File: src/rtl/branch_hazard_ctrl.sv
// branch_hazard_ctrl
//   Hazard controller for branches resolved in the ID stage of a 5-stage
//   MIPS pipeline. It detects operand hazards between the branch in ID and
//   older instructions in EX and MEM. It then stalls, forwards or flushes.
//   It also keeps saturating counts of stall and flush cycles.
//
// Ports
//   clk, reset                   clock (rising edge), async active-high reset
//   ID_Branch, ID_Rs, ID_Rt      branch in ID and its source registers
//   Branch_Taken                 ID comparator result
//   EX_RegWrite/MemRead/Rd       instruction in EX
//   MEM_RegWrite/MemRead/Rd      instruction in MEM
//   Perf_Clear                   synchronous clear of both counters
//   PCWrite, IFID_Write          0 = hold PC / IF/ID
//   IDEX_Bubble                  1 = zero ID/EX control bits
//   IFID_Flush                   1 = load a nop into IF/ID
//   ForwardA, ForwardB           00 regfile, 01 EX result, 10 EX/MEM result
//   Stall_Count, Flush_Count     saturating perf counters
module branch_hazard_ctrl #(
  parameter int CNT_W = 16
) (
  input  logic             clk,
  input  logic             reset,
  input  logic             ID_Branch,
  input  logic [4:0]       ID_Rs,
  input  logic [4:0]       ID_Rt,
  input  logic             Branch_Taken,
  input  logic             EX_RegWrite,
  input  logic             EX_MemRead,
  input  logic [4:0]       EX_Rd,
  input  logic             MEM_RegWrite,
  input  logic             MEM_MemRead,
  input  logic [4:0]       MEM_Rd,
  input  logic             Perf_Clear,
  output logic             PCWrite,
  output logic             IFID_Write,
  output logic             IDEX_Bubble,
  output logic             IFID_Flush,
  output logic [1:0]       ForwardA,
  output logic [1:0]       ForwardB,
  output logic [CNT_W-1:0] Stall_Count,
  output logic [CNT_W-1:0] Flush_Count
);

  typedef enum logic {RUN = 1'b0, HOLD = 1'b1} state_t;

  state_t state_reg, state_next;

  logic [CNT_W-1:0] stall_count_reg, flush_count_reg;

  // Register matches. Register $zero never creates a dependency.
  logic ex_rs, ex_rt, mem_rs, mem_rt;
  logic ld1, ld2, stall, flush;

  assign ex_rs  = (EX_Rd  != 5'd0) && (EX_Rd  == ID_Rs);
  assign ex_rt  = (EX_Rd  != 5'd0) && (EX_Rd  == ID_Rt);
  assign mem_rs = (MEM_Rd != 5'd0) && (MEM_Rd == ID_Rs);
  assign mem_rt = (MEM_Rd != 5'd0) && (MEM_Rd == ID_Rt);

  assign ld1 = ID_Branch && EX_MemRead  && (ex_rs  || ex_rt);
  assign ld2 = ID_Branch && MEM_MemRead && (mem_rs || mem_rt);

  // State register
  always_ff @(posedge clk or posedge reset) begin
    if (reset) begin
      state_reg <= RUN;
    end else begin
      state_reg <= state_next;
    end
  end

  // Next-state logic. LD1 takes precedence over LD2 because it needs the
  // extra HOLD cycle.
  always_comb begin
    state_next = RUN;
    case (state_reg)
      RUN:     state_next = ld1 ? HOLD : RUN;
      HOLD:    state_next = RUN;
      default: state_next = RUN;
    endcase
  end

  // Output logic (Mealy). In HOLD the load has moved to MEM. The stall is
  // unconditional there, so LD2 is not looked at again.
  always_comb begin
    stall = 1'b0;
    case (state_reg)
      RUN:     stall = ld1 || ld2;
      HOLD:    stall = 1'b1;
      default: stall = 1'b0;
    endcase

    // The branch is not resolved while it is stalled, so a stall suppresses the flush.
    flush       = ID_Branch && Branch_Taken && !stall;
    PCWrite     = !stall;
    IFID_Write  = !stall;
    IDEX_Bubble = stall;
    IFID_Flush  = flush;

    // Only ALU producers are forwarded. EX is checked first because it holds the youngest value.
    ForwardA = 2'b00;
    ForwardB = 2'b00;
    if (ID_Branch) begin
      if (EX_RegWrite && !EX_MemRead && ex_rs)
        ForwardA = 2'b01;
      else if (MEM_RegWrite && !MEM_MemRead && mem_rs)
        ForwardA = 2'b10;
      if (EX_RegWrite && !EX_MemRead && ex_rt)
        ForwardB = 2'b01;
      else if (MEM_RegWrite && !MEM_MemRead && mem_rt)
        ForwardB = 2'b10;
    end
  end

  // Saturating perf counters. A clear takes priority over an increment.
  localparam logic [CNT_W-1:0] ONE = {{(CNT_W-1){1'b0}}, 1'b1};

  always_ff @(posedge clk or posedge reset) begin
    if (reset) begin
      stall_count_reg <= '0;
      flush_count_reg <= '0;
    end else if (Perf_Clear) begin
      stall_count_reg <= '0;
      flush_count_reg <= '0;
    end else begin
      if (stall && !(&stall_count_reg))
        stall_count_reg <= stall_count_reg + ONE;
      if (flush && !(&flush_count_reg))
        flush_count_reg <= flush_count_reg + ONE;
    end
  end

  assign Stall_Count = stall_count_reg;
  assign Flush_Count = flush_count_reg;

endmodule

File: config.mk
export PLATFORM = sky130hd
export DESIGN_NAME = branch_hazard_ctrl
export DESIGN_NICKNAME = d
export VERILOG_FILES = /design/src/rtl/branch_hazard_ctrl.sv
export SDC_FILE = /design/constraint.sdc
export NUM_CORES = 1
export LEC_CHECK = 0
export CORE_MARGIN = 5
export CORE_UTILIZATION = 55
export CTS_CLUSTER_SIZE = 12
export DETAILED_ROUTE_END_ITERATION = 7
export DONT_BUFFER_PORTS = 1
export GPL_TIMING_DRIVEN = 0
export PLACE_DENSITY = 0.73
export SLEW_MARGIN = 25
export SYNTH_ARGS = -nofsm -noshare
export SYNTH_HDL_FRONTEND = slang
export SYNTH_SLANG_ARGS = --single-unit
File: constraint.sdc
create_clock -name clk -period 1.95 [get_ports clk]
set_input_delay 0.39 -clock clk [delete_from_list [all_inputs] [get_ports clk]]
set_output_delay 0.39 -clock clk [all_outputs]
set_load 0.02 [all_outputs]
==> reports/metrics.cfg <==
[floorplanning]
ioPinCount = 69
row_count = 23
die_w_microns = 74.1
fp.dieArea_sq_um = 5500
start_util_pct = 56.6
dieHeight_microns = 74.1
core_area_sq_um = 4000

[routing]
drt_iter0_drc = 222
drc = 0
via_per_inst = 6.73
ant_nets = 0
wl_per_cell_microns = 21.8
dr.pass1.iters = 4
vias = 2275
wirelength_mm = 7.38

[cts]
cts_tree = built
cts_hold_buf = 0
htreeDepth = 2
insertion_delay_ps = 300
cts-buffers-inserted = 5
path_clk_slew_ps = 80
cts_root_buf = clkbuf_8
cts_num_sinks = 33
clockBufferDepth = 2

[layout]
layout-drive-gt1-share_pct = 45.1
fillers = 238
area_growth_pct = 41.0
finalNetCount = 318
layout_common_cells = buf_4, dfrtp_1, dfrtp_2, nor2_1, a21oi_1
num_antenna_cells = 0
final_core_util_pct = 79.8
final_common_cell = buf_4

[hold_path]
worst_hold_path_type = primary input to async pin

[timing]
maxSlewViolCount = 0
max_clock_freq_ghz = 0.461
whs_ps = 89.4
fin_crit_ps = 2170
finalCritPeriodShare_pct = 111
grt_setup_unrepaired = yes
tightest_slew_ps = 725
max_slew_margin_pct = 51.6
skew_ps = 14.8
hold_violations = 0
setup_viol = 25
layout_setup_ws_ps = -218

[grt]
grt_overflow_total = 0
grt_max_degree = 34
antenna_found_initial = 0
grt_pass1_vias = 2246
grt_usage_pct = 25.1
grt_pass1_wl_mm = 10.7

[outcome]
violations = setup timing
status = complete, but fails checks

[setup_path]
critPathArrivalTime_ps = 2340
path_class = flip-flop to flip-flop
required_ps = 2120
path_max_fanout = 5
start_kind = flip-flop
critPathCaptureType = flip-flop

[yosys]
yosys-top-cells-area = dfrtp_1, a21oi_1, o31ai_1
ys_types = 43
syn_area_per_cell_sq_um = 8.94
syn_inst = 253
async_reset_ff_share_pct = 100
yosysTopAreaCellShare_pct = 36.5
ys_seq_area_share_pct = 36.5
synth_area_leader_cell = dfrtp_1
ys.warnings.count = 0
synth_ff_type = dfrtp_1
syn_area_sq_um = 2260
ys_ff_latch = 33
syn_nets = 284
synth_edf_count = 0

[placement]
dp_hpwl_mm = 4.35
portBuffers = 0
place_congestion = 0.817

[flow_run]
maxCapViolCount = 0

[power]
power_density_nw_per_um2 = 446
leakagePower_nw = 1.18
ir_drop_uv = 286

## power breakdown
group	internal [W]	total [W]	switching, W
logic	0.0000854	0.000199	0.000114
registers	0.000688	0.000701	0.0000123
clock network	0.000248	0.000523	0.000275
## synthesized netlist by cell type (6+ instances only)
master	instances
nor2_1	17
xor2_1	10
o31ai_1	14
nor2b_1	8
dfrtp_1	33
mux2_1	9
and3_1	8
xnor2_1	11
or4_1	13
nand3_1	18
nand2_1	13
nor3_1	6
a21oi_1	22
buf_2	7
nand4_1	7
## stage by stage
| stage | setup WS (ps) | area (sq um) | cells | TNS [ps] | power [W] |
|---|---|---|---|---|---|
| after global routing | -283 | 3190 | 338 | -4000 | 0.00147 |
| after floorplan | -105 | 2400 | 253 | -547 | 0.000831 |
| after global placement | -371 | 2460 | 303 | -5600 | 0.000856 |
| after CTS | -227 | 2880 | 330 | -1240 | 0.00140 |
| final | -218 | 3190 | 338 | -2370 | 0.00142 |
| after detailed placement | -372 | 2460 | 303 | -6570 | 0.000859 |
## critical path, cell delays in order, from the launching register on
cell and delay [ps]:
dfrtp_2 480, ha_1 350, nand2_2 210, nor4_4 400
buf_4 210, nor4b_2 60, mux2_1 340
## repair_timing
| item | CTS | global route |
|---|---|---|
| setup buffers | 17 | 8 |
| resized for setup | 35 | 51 |
| cloned | 2 | 0 |
| endpoints found under the setup margin | 31 | 33 |
| pin swaps | 19 | 28 |
## final timing paths
path	to	slack [ps]	from	depth (start not counted)
min in group clk	state_reg	260	EX_MemRead	2
hold reg to reg	state_reg	520	state_reg	1
setup / recovery	Stall_Count[9]	-220	Stall_Count[0]	6
hold / removal	Flush_Count[7]	90	reset	1
max in group asynchronous	Stall_Count[6]	1340	reset	1
setup reg to reg	Stall_Count[9]	-220	Stall_Count[0]	6
## area by class of cell
class	count	area [sq um]	share of cell area, %
plain buffers	12	120	3.76
repair buffers	27	239	7.49
inverters	6	35.0	1.10
clock buffers	6	72.6	2.27
multi-input cells	202	1810	56.6
well taps	50	62.6	1.96
clock inverters	2	10.0	0.314
flip-flops and latches	33	845	26.5
## cell families (layout without fill, tap and decap cells)
group	count (synthesis)	after routing	synth area share [%]
XOR/XNOR	21	21	8.13
flip-flops	33	33	36.5
multiplexers	9	9	4.48
AO/OA/AOI/OAI	50	50	14.1
buffers and inverters	18	53	3.54
adder cells (fa/ha/maj)	2	2	1.11
AND/OR/NAND/NOR	120	120	32.1
## layer usage
| layer | up-vias | GRT usage (%) | share of wire [%] |
|---|---|---|---|
| li1 | 1018 | - | - |
| met1 | 1114 | 29.8 | 39 |
| met2 | 116 | 42.9 | 49 |
| met3 | 27 | 6.89 | 8.8 |
| met4 | 0 | 10.1 | 3.1 |
| met5 | - | 0 | 0 |
No activity file was read; power rests on OpenSTA's default activity.
